==> src/rtl/mem_port_arbiter_pkg.sv <==
// rtl/mem_port_arbiter_pkg.sv - shared types for the unified IM/DM memory port arbiter
package mem_port_arbiter_pkg;

  typedef enum logic [1:0] {
    ST_IDLE   = 2'd0,
    ST_ACCESS = 2'd1,
    ST_DONE   = 2'd2
  } state_t;

  // Top bit of the unified word address selects the region
  localparam logic REGION_IM = 1'b0;
  localparam logic REGION_DM = 1'b1;

  typedef enum logic {
    OWNER_IM = 1'b0,
    OWNER_DM = 1'b1
  } owner_t;

endpackage

==> src/rtl/rr_arbiter2.sv <==
// rtl/rr_arbiter2.sv - two-requester round-robin arbiter, IM/DM
// The last-grant register moves only when advance is high and a grant is made.
module rr_arbiter2
  import mem_port_arbiter_pkg::*;
(
  input  logic clk,
  input  logic rst,
  input  logic req_im,
  input  logic req_dm,
  input  logic advance,
  output logic grant_valid,
  output logic grant_dm
);

  owner_t last_owner;
  owner_t grant_owner;

  always_comb begin
    grant_owner = OWNER_IM;
    if (req_im && req_dm) begin
      grant_owner = (last_owner == OWNER_IM) ? OWNER_DM : OWNER_IM;
    end else if (req_dm) begin
      grant_owner = OWNER_DM;
    end
  end

  assign grant_valid = req_im || req_dm;
  assign grant_dm    = (grant_owner == OWNER_DM);

  always_ff @(posedge clk or negedge rst) begin
    if (!rst) begin
      last_owner <= OWNER_IM;
    end else if (advance && grant_valid) begin
      last_owner <= grant_owner;
    end
  end

endmodule

==> src/rtl/mem_port_arbiter.sv <==
// rtl/mem_port_arbiter.sv - merges fetch and data ports onto one ready-handshake memory
// Optional bus watchdog enabled by defining MEM_TIMEOUT_EN.
module mem_port_arbiter
  import mem_port_arbiter_pkg::*;
#(
  parameter int IM_AW   = 10,
  parameter int DM_AW   = 12,
  parameter int DW      = 32,
  parameter int TIMEOUT = 15
) (
  input  logic              clk,
  input  logic              rst,
  input  logic              im_req,
  input  logic [IM_AW-1:0]  im_addr,
  output logic [DW-1:0]     im_rdata,
  output logic              im_done,
  input  logic              dm_req,
  input  logic              dm_we,
  input  logic [DM_AW-1:0]  dm_addr,
  input  logic [DW-1:0]     dm_wdata,
  input  logic [DW/8-1:0]   dm_be,
  output logic [DW-1:0]     dm_rdata,
  output logic              dm_done,
  output logic              mem_enable,
  output logic              mem_read,
  output logic              mem_write,
  output logic [DM_AW:0]    mem_addr,
  output logic [DW/8-1:0]   mem_be,
  output logic [DW-1:0]     mem_wdata,
  input  logic [DW-1:0]     mem_rdata,
  input  logic              mem_ready,
  output logic              bus_timeout
);

  // Parameter sanity check: an illegal combination elaborates this empty block
  if (DM_AW < IM_AW || TIMEOUT < 1 || TIMEOUT > 255) begin : g_param_out_of_range
  end

  state_t          state;
  owner_t          owner;
  logic            grant_valid;
  logic            grant_dm;
  logic            abort;
  logic            access_end;
  logic [DW-1:0]   rd_val;

  rr_arbiter2 u_rr (
    .clk         (clk),
    .rst         (rst),
    .req_im      (im_req),
    .req_dm      (dm_req),
    .advance     (state == ST_IDLE),
    .grant_valid (grant_valid),
    .grant_dm    (grant_dm)
  );

`ifdef MEM_TIMEOUT_EN
  localparam logic [7:0] TIMEOUT_LIM = 8'(TIMEOUT);

  logic [7:0] wait_cnt;
  logic [7:0] wait_cnt_next;
  logic       bus_timeout_q;

  assign wait_cnt_next = wait_cnt + 8'd1;
  // A ready on the same edge as the limit completes normally
  assign abort         = !mem_ready && (wait_cnt_next == TIMEOUT_LIM);
  assign bus_timeout   = bus_timeout_q;

  always_ff @(posedge clk or negedge rst) begin
    if (!rst) begin
      wait_cnt      <= 8'd0;
      bus_timeout_q <= 1'b0;
    end else if (state == ST_IDLE) begin
      wait_cnt <= 8'd0;
    end else if (state == ST_ACCESS && !mem_ready) begin
      wait_cnt <= wait_cnt_next;
      if (abort) begin
        bus_timeout_q <= 1'b1;
      end
    end
  end
`else
  assign abort       = 1'b0;
  assign bus_timeout = 1'b0;
`endif

  assign access_end = mem_ready || abort;
  assign rd_val     = abort ? {DW{1'b1}} : mem_rdata;

  always_ff @(posedge clk or negedge rst) begin
    if (!rst) begin
      state      <= ST_IDLE;
      owner      <= OWNER_IM;
      im_rdata   <= '0;
      im_done    <= 1'b0;
      dm_rdata   <= '0;
      dm_done    <= 1'b0;
      mem_enable <= 1'b0;
      mem_read   <= 1'b0;
      mem_write  <= 1'b0;
      mem_addr   <= '0;
      mem_be     <= '0;
      mem_wdata  <= '0;
    end else begin
      case (state)
        ST_IDLE: begin
          if (grant_valid) begin
            state      <= ST_ACCESS;
            owner      <= owner_t'(grant_dm);
            mem_enable <= 1'b1;
            if (grant_dm) begin
              mem_addr  <= {REGION_DM, dm_addr};
              mem_read  <= !dm_we;
              mem_write <= dm_we;
              mem_be    <= dm_be;
              mem_wdata <= dm_wdata;
            end else begin
              mem_addr  <= {REGION_IM, DM_AW'(im_addr)};
              mem_read  <= 1'b1;
              mem_write <= 1'b0;
              mem_be    <= '1;
              mem_wdata <= '0;
            end
          end
        end
        ST_ACCESS: begin
          if (access_end) begin
            state      <= ST_DONE;
            mem_enable <= 1'b0;
            mem_read   <= 1'b0;
            mem_write  <= 1'b0;
            if (owner == OWNER_DM) begin
              dm_done <= 1'b1;
              if (mem_read) dm_rdata <= rd_val;
            end else begin
              im_done <= 1'b1;
              if (mem_read) im_rdata <= rd_val;
            end
          end
        end
        ST_DONE: begin
          state   <= ST_IDLE;
          im_done <= 1'b0;
          dm_done <= 1'b0;
        end
        default: state <= ST_IDLE;
      endcase
    end
  end

endmodule

==> config.mk <==
export PLATFORM = sky130hd
export DESIGN_NAME = mem_port_arbiter
export DESIGN_NICKNAME = d
export VERILOG_FILES = /design/src/rtl/mem_port_arbiter_pkg.sv /design/src/rtl/rr_arbiter2.sv /design/src/rtl/mem_port_arbiter.sv
export SDC_FILE = /design/constraint.sdc
export NUM_CORES = 1
export LEC_CHECK = 0
export BUFFER_PORTS_ARGS = -buffer_cell sky130_fd_sc_hd__buf_2
export CAP_MARGIN = 10
export CORE_MARGIN = 2
export CORE_UTILIZATION = 47
export DETAILED_ROUTE_END_ITERATION = 12
export GPL_ROUTABILITY_DRIVEN = 0
export PLACE_DENSITY_LB_ADDON = 0.3
export SYNTH_ARGS = -nofsm -noshare
export SYNTH_HDL_FRONTEND = slang
export SYNTH_HIERARCHICAL = 1
export SYNTH_SLANG_ARGS = --single-unit
==> constraint.sdc <==
create_clock -name clk -period 1.8 [get_ports clk]
set_input_delay 0.27 -clock clk [delete_from_list [all_inputs] [get_ports clk]]
set_output_delay 0.27 -clock clk [all_outputs]
set_load 0.05 [all_outputs]
-- After elaboration in Yosys (flattened, before gate mapping)
Cells that the tools add are included.
- eq/ne operators: 6
- muxes and demuxes: 24
- bitwise logic cells: 1
- reductions and logical operators: 14
- operators with widths (cell ; number):
    $mux W32 ; 1
    $mux W1 ; 13
    $mux W13 ; 1
    $pmux W1 S2 ; 5
    $reduce_and A3 Y1 ; 3
    $ne A2 B2 Y1 const B ; 4
    $reduce_and A4 Y1 ; 2
    $mux W2 ; 2
    $mux W4 ; 1
    $pmux W2 S2 ; 1
    $reduce_and A2 Y1 ; 2
    $reduce_bool A2 Y1 ; 2
    $eq A2 B1 Y1 const B ; 1
    $eq A2 B2 Y1 const B ; 1
    $logic_and A1 B1 Y1 ; 2
    $logic_not A2 Y1 ; 1
    $logic_not A1 Y1 ; 1
    $logic_or A1 B1 Y1 ; 1
    $not A1 Y1 ; 1
- flip-flop bits (word level): 122
- input port bits: 96
- output and inout bits: 119
- logic and storage cells: 58

-- Longest topological paths before layout
Gate-level depths: netlist of the first run.
- depth in word-level cells: 5
- depth in mapped cells: 6
- mapped depth without buffers: 4

-- Cells and area by module
The synthesis of the first run kept the hierarchy.
- modules (own cells, without submodules) (module ; times used ; cells each ; area an instance (um^2) ; sequential area each (um^2)):
    mem_port_arbiter ; 1 ; 381 ; 4783.3 ; 3002.9
    rr_arbiter2 ; 1 ; 5 ; 50.0 ; 25.0

-- Worst setup path after synthesis of the first run
No wires, ideal clock.
- path kind: flip-flop to flip-flop
- from: register mem_read
- to: register im_rdata[0]
- setup time: 0.125 ns
- data arrival time: 1.571 ns
- required time: 1.675 ns
- setup slack: 0.104 ns
- stages on the path, launching flop included: 4
- buffers on the path: 1
- period minus slack after synthesis: 1.696 ns
- cells stage by stage: dfrtp_1 nor3b_4 buf_6 mux2_2
- longest elaborated chain between the ends: 1
- ends and longest elaborated chain (what ; line ; text):
    from (decl) ; mem_port_arbiter.sv:25 ; output logic mem_read,
    from (signal assigned) ; mem_port_arbiter.sv:113 ; mem_read <= !dm_we;
    $reduce_and A4 Y1 (no line) ; -- ;
    to (signal assigned) ; mem_port_arbiter.sv:137 ; if (mem_read) im_rdata <= rd_val;
    to (decl) ; mem_port_arbiter.sv:15 ; output logic [DW-1:0] im_rdata,
No other way between the ends.
A chain may end at the register's enable or synchronous reset.

==> key figures, run 1 <==
Layout
  • Layout cell share with drive strength beyond 1: 47.80%
  • Sequential cell area: 0.003028 mm²
  • Area delta synth->final: 50.89%
  • Fillers: 676
  • Area of the multi-input gates: 0.001595 mm²
  • Final net count: 766
  • Ant. Diodes: 0

Power and ir drop
  • Switching share of power: 46.52%
  • Net Sw Power: 6.772 mW
  • Clock power share: 23.2%
  • Sequential share of power: 30.1%
  • Worst vdd ir: 1.106 mV
  • Pwr Density: 1996 mW/mm²
  • Pint: 7.784 mW
  • P_leak: 3.835 nW
  • Total power: 14.56 mW
  • Combinational power share: 46.7%

Worst setup path
  • Critical Path RT: 1530 ps
  • CP delay by family, top: flip-flops
  • Crit path capture type: primary output
  • CP peak stage delay: 530 ps
  • Critical-path cell list: buf_2
  • Flop-to-flop setup slack: 230 ps
  • Levels on crit path: 1
  • Crit Path Class: register to primary output
  • CP max-delay cell: dfrtp_1
  • Startpoint Class: register
  • Worst setup path end: mem_addr[12]
  • Crit path DAT: 1370 ps
  • Crit path buf inv count: 1
  • Crit-path max FO: 6
  • RR Startpoint: state[1]$_DFFE_PN0P_
  • Reg2reg path depth: 5
  • Setup crit start: owner$_DFFE_PN0P_
  • RR Endpoint: mem_wdata[17]$_DFFE_PN0P_

Min path
  • Min-delay src: mem_rdata[6]
  • Hold Crit Class: primary input to register

Global routing
  • Total GRT Usage: 22.96%
  • Number of global-route vias before repair: 4136
  • Grt ovf: 0
  • Largest net degree at the start of global routing: 45
  • First-pass GRT wire length: 20.11 mm
  • Initial antenna violation count: 0

Routing
  • DRC viols: 0
  • Total Routed Length: 12.22 mm
  • Drt wl/cell: 14.94 µm
  • Vias/cell: 4.890
  • DR iter-0 viols: 189
  • Pre-Repair DR Iteration Count: 6
  • Number of nets with antenna violations after routing: 0
  • Vias post-DR: 4000

Yosys
  • Synth Net Count: 482
  • Post-synth ARST share: 100.0%
  • Yosys top cell area share: 62.65%
  • Avg Cell Area, Syn: 12.52 µm²
  • Sequential area share after synthesis: 62.65%
  • Synth Flop Type: dfrtp_1
  • Synth Cell Area: 0.004833 mm²
  • Top-count cell post-synth: dfrtp_1
  • Yosys top cell by area: dfrtp_1
  • Synth warn: 6
  • Post-synthesis cell count: 386
  • Yosys cell types: 28
  • Post-synth EDFFs: 0
  • Most frequent cells after synthesis: 121 x dfrtp_1, 84 x nand2_1, 62 x mux2_2
  • Largest cells by area after synthesis: dfrtp_1 63%, mux2_2 14%, nand2_1 6.5%, nand3_1 3.5%, buf_6 2.6%
  • Synth Register Bits: 121

Timing
  • Count of final setup violators: 0
  • Final Hold Vio Count: 0
  • Max Clock Freq: 611.1 MHz
  • RSZ-0062 raised after global routing: false
  • Final period util: 90.91%
  • Fin Clk Skew: 9.922 ps
  • Slew @ Worst Pin: 578.5 ps
  • Max Transition Viols Final: 0
  • Setup TNS: 0 ps
  • Max transition margin: 61.33%
  • Minimum clock period: 1636 ps

Floorplan
  • Die height: 105.4 µm
  • Starting Density: 47.67%
  • Cell row count: 37
  • Num ports: 215
  • Die W: 105.4 µm
  • Core ar.: 0.01014 mm²
  • Die area: 0.01111 mm²

Flow run
  • Max cap viols: 0

CTS
  • H-tree Lvls: 4
  • Worst skew pair latency: 510 ps
  • CTS tree: done
  • CTS root buffer: clkbuf_8
  • CTS clk-pin slew, worst paths: 60 ps
  • CTS Buffer Depth: 2
  • Post-CTS setup buffers: 0
  • Total CTS buffers: 17
  • Clock sinks: 121

Outcome
  • Status: finished clean

Placement
  • DP HPWL: 7.980 mm
  • Port Buf Inserts: 213
-- state kept, by name, summed over array words and instances, names as in the netlist, 2 cells and up --
| name | cells |
|---|---|
| im_rdata | 32 |
| dm_rdata | 32 |
| mem_addr | 12 |
| state | 2 |
| mem_be | 4 |
| mem_wdata | 32 |
-- routing by layer --
layer / track usage, % / vias up / wire length [µm]
met5: 0 / - / 0
met2: 37.14 / 194 / 5865
li1: - / 1868 / -
met3: 7.483 / 23 / 1039
met1: 28.62 / 1915 / 5121
met4: 9.048 / 0 / 192
-- layout by cell type (no fill, tap or decap), types with 3 or more instances in the layout --
cell type	n
buf_2	212
bufinv_16	3
nand3_1	34
clkbuf_16	16
mux2_2	62
nor2_1	7
dfrtp_1	121
buf_12	5
a31oi_1	5
clkbuf_8	5
buf_4	11
mux2i_1	11
inv_1	7
dlygate4sd3_1	63
clkbuf_1	3
o21ai_0	12
nand2_1	84
-- power by group through the flow --
stage,combinational [mW],sequential [mW],clock (mW)
3_5_place_dp,6.70,4.41,0
6_report,6.80,4.38,3.37
3_3_place_gp,6.62,4.35,0
5_1_grt,7.09,4.53,3.57
2_1_floorplan,1.37,8.08,0
4_1_cts,6.81,4.38,3.44
-- repair_timing --
action	in CTS	in global routing
endpoints found under the hold margin	113	0
gates resized for setup	0	0
hold buffers	63	0
-- stage by stage --
step / utilization (%) / std cells / instance area (µm²) / worst slack [ps] / hold WS [ps]
final: 71.94 / 818 / 7293 / 163.6 / 19.10
after global placement: 59.84 / 724 / 6067 / 272.5 / 269.0
after detailed placement: 59.84 / 724 / 6067 / 220.7 / 271.4
after global routing: 71.94 / 818 / 7293 / 106.8 / 4.742
after floorplan: - / 386 / 4833 / 104.1 / -25.59
after CTS: 71.94 / 818 / 7293 / 116.0 / 0.1481
-- worst register-to-register path, stage by stage, from the launching register on --
cell and delay, ps:
dfrtp_1 370, buf_4 160, or3b_2 470, buf_4 260, nand2_1 140, nand2_1 60
-- final cells by class --
| cell class | instances | area share, % |
|---|---|---|
| inverters | 8 | 0.4117 |
| repair buffers | 291 | 25.70 |
| well taps | 136 | 2.333 |
| clock buffers | 24 | 6.588 |
| multi-input cells | 231 | 21.87 |
| clock inverters | 7 | 1.578 |
| flip-flops and latches | 121 | 41.52 |
-- logic make-up after synthesis --
group	count (synthesis)	synth area share, %
mux	75	17.19
other cells	1	0.07759
flops	121	62.65
simple gates	132	12.48
buf+inv	34	4.711
compound gates	23	2.899
-- how the worst min path moves through the flow --
stage / to / slack (ps) / cells past startpoint
after global routing: dm_rdata[16]$_DFFE_PN0P_ / 5 / 2
after CTS: dm_rdata[16]$_DFFE_PN0P_ / 0.1 / 2
after detailed placement: dm_rdata[11]$_DFFE_PN0P_ / 270 / 1
after global placement: dm_rdata[11]$_DFFE_PN0P_ / 270 / 1
after floorplan: dm_done$_DFFE_PN0P_ / -30 / 0
final: dm_rdata[6]$_DFFE_PN0P_ / 20 / 2
Note: power is estimated with default switching activity, not from simulation.
==> inputs of run 2 (changes only) <==
Settings changed: CORE_MARGIN 2 to unset, PLACE_DENSITY set to 0.92, PLACE_DENSITY_LB_ADDON 0.3 to unset, RECOVER_POWER set to 100.
==> key figures, run 2 (same netlist as run 1, synthesis figures left out) <==
Layout
  • Commonest cells after routing, fill and taps aside: 121 x dfrtp_1, 118 x clkbuf_1, 94 x buf_2
  • Share of the core filled with cells: 69.27%
  • Largest regs: dm_rdata: 32 flops, im_rdata: 32 flops, mem_wdata: 32 flops
  • Area delta synth->final: 41.37%
  • Final net count: 739
  • Commonest non-fill, non-tap cell in the layout: dfrtp_1
  • Ant. Diodes: 0
  • Layout cell share with drive strength beyond 1: 30.89%

Power and ir drop
  • Worst vdd ir: 1.102 mV
  • P_leak: 3.311 nW
  • Pwr Density: 2042 mW/mm²

Worst setup path
  • CP max-delay cell: dlygate4sd3_1
  • Crit path DAT: 2110 ps
  • Critical-path cell list: dlygate4sd3_1, clkbuf_1, or2_0, or3b_4, buf_12, nand2_1, nand2_1
  • Crit-path max FO: 34
  • RR Startpoint: state[1]$_DFFE_PN0P_
  • Startpoint Class: primary input
  • Critical Path RT: 2170 ps
  • Setup crit start: im_req
  • CP peak stage delay: 540 ps
  • Crit Path Class: primary input to register
  • Critical Path Most Common Cell: nand2_1
  • Crit path capture type: register

Global routing
  • Grt ovf: 0
  • Total GRT Usage: 24.01%
  • Initial antenna violation count: 0
  • GRT met1 Usage: 26.06%
  • GRT met3 Usage: 7.392%
  • Number of global-route vias before repair: 3993
  • Largest net degree at the start of global routing: 55
  • First-pass GRT wire length: 19.16 mm
  • Busiest grt layer: met2
  • Met2 usage: 43.15%

Routing
  • Vias/cell: 5.032
  • Vias post-DR: 3960
  • Pre-Repair DR Iteration Count: 4
  • Number of nets with antenna violations after routing: 0
  • DRC viols: 0
  • DR iter-0 viols: 129
  • Total Routed Length: 12.79 mm
  • Drt wl/cell: 16.25 µm

Timing
  • RSZ-0062 raised after global routing: false
  • Fin Clk Skew: 6.838 ps
  • Setup TNS: 0 ps
  • Final Hold Vio Count: 0
  • Minimum clock period: 1740 ps
  • Max transition margin: 13.87%
  • Count of final setup violators: 0
  • Max Transition Viols Final: 0
  • Final period util: 96.65%
  • Slew @ Worst Pin: 1292 ps
  • Max Clock Freq: 574.8 MHz

Floorplan
  • Core ar.: 0.009864 mm²
  • Starting Density: 49.00%
  • Die area: 0.01069 mm²
  • Cell row count: 36
  • Num ports: 215
  • Die W: 103.4 µm
  • Die height: 103.4 µm

CTS
  • Post-CTS setup buffers: 0
  • CTS tree: done
  • CTS clk-pin slew, worst paths: 50 ps
  • Worst skew pair latency: 490 ps
  • Total CTS buffers: 17
  • H-tree Lvls: 4
  • CTS root buffer: clkbuf_8
  • Clock sinks: 121
  • CTS Buffer Depth: 2

Flow run
  • Max cap viols: 0

Placement
  • DP HPWL: 8.076 mm
  • Port Buf Inserts: 213

Min path
  • Hold Crit Class: primary input to register
  • Min-delay src: mem_rdata[23]

Outcome
  • Status: finished clean
-- run 2: cell types whose count changed in the layout (fill, tap and decap cells not counted), moves of 2 or more --
cell           change
buf_2            -118
clkbuf_1         +115
dlygate4sd3_1     -21
buf_4             -10
clkbuf_2           +5
bufinv_16          -2
clkbuf_8           -2
clkinv_2           +2
-- run 2: power by group --
group          internal [mW]  total (mW)  switching [mW]
sequential              3.80        4.51           0.705
clock                   1.88        2.97            1.09
combinational           1.41        6.48            5.07
total                   7.08        14.0            6.87
-- run 2: area by class of cell --
type                            count  area [µm²]
Tap cell                          133       166.4
Multi-Input combinational cell    232        1615
Clock buffer                       22       452.9
Sequential cell                   121        3028
Inverter                            8       30.03
Clock inverter                      8       73.82
Timing Repair Buffer              263        1466
Fill cell                         730        3032
-- run 2: repair_timing --
action / 4_1_cts / 5_1_grt
setup endpoints to repair: 0 / 35
endpoints found under the hold margin: 72 / 0
hold buffers: 42 / 0
resized for setup: 0 / 2
-- run 2: through the flow --
| step | hold slack [ps] | instance area (µm²) | setup WS [ps] | std cells | total power, mW |
|---|---|---|---|---|---|
| final | 27.79 | 6833 | 60.32 | 787 | 13.95 |
| after floorplan | -25.59 | 4833 | 104.1 | 386 | 9.450 |
| after global placement | 178.3 | 6023 | 100.3 | 714 | 10.91 |
| after CTS | 0.06783 | 6970 | 50.82 | 786 | 14.25 |
| after detailed placement | 189.1 | 6023 | 49.81 | 714 | 11.13 |
| after global routing | 1.820 | 6833 | 2.145 | 787 | 14.65 |
-- run 2: path summary, 6_finish.rpt --
check	endpoint	slack, ps	cells past startpoint
worst max-delay path	mem_wdata[21]$_DFFE_PN0P_	60	7
worst min-delay path	im_rdata[23]$_DFFE_PN0P_	30	2
worst max register to register	dm_rdata[31]$_DFFE_PN0P_	120	4
worst min register to register	mem_wdata[3]$_DFFE_PN0P_	460	2
max in group asynchronous	dm_rdata[2]$_DFFE_PN0P_	290	3
min in group asynchronous	mem_wdata[13]$_DFFE_PN0P_	610	2
-- run 2: worst max-delay path: cells and delay by family --
family | cells | cell delay (ps)
buffers and inverters | 3 | 950
and+or+nand+nor | 4 | 870
-- run 2: metal layers --
| metal | wire, µm | part of all wire, % |
|---|---|---|
| met1 | 5054 | 40 |
| met3 | 845 | 6.6 |
| met5 | 0 | 0 |
| met2 | 6595 | 52 |
| met4 | 294 | 2.3 |
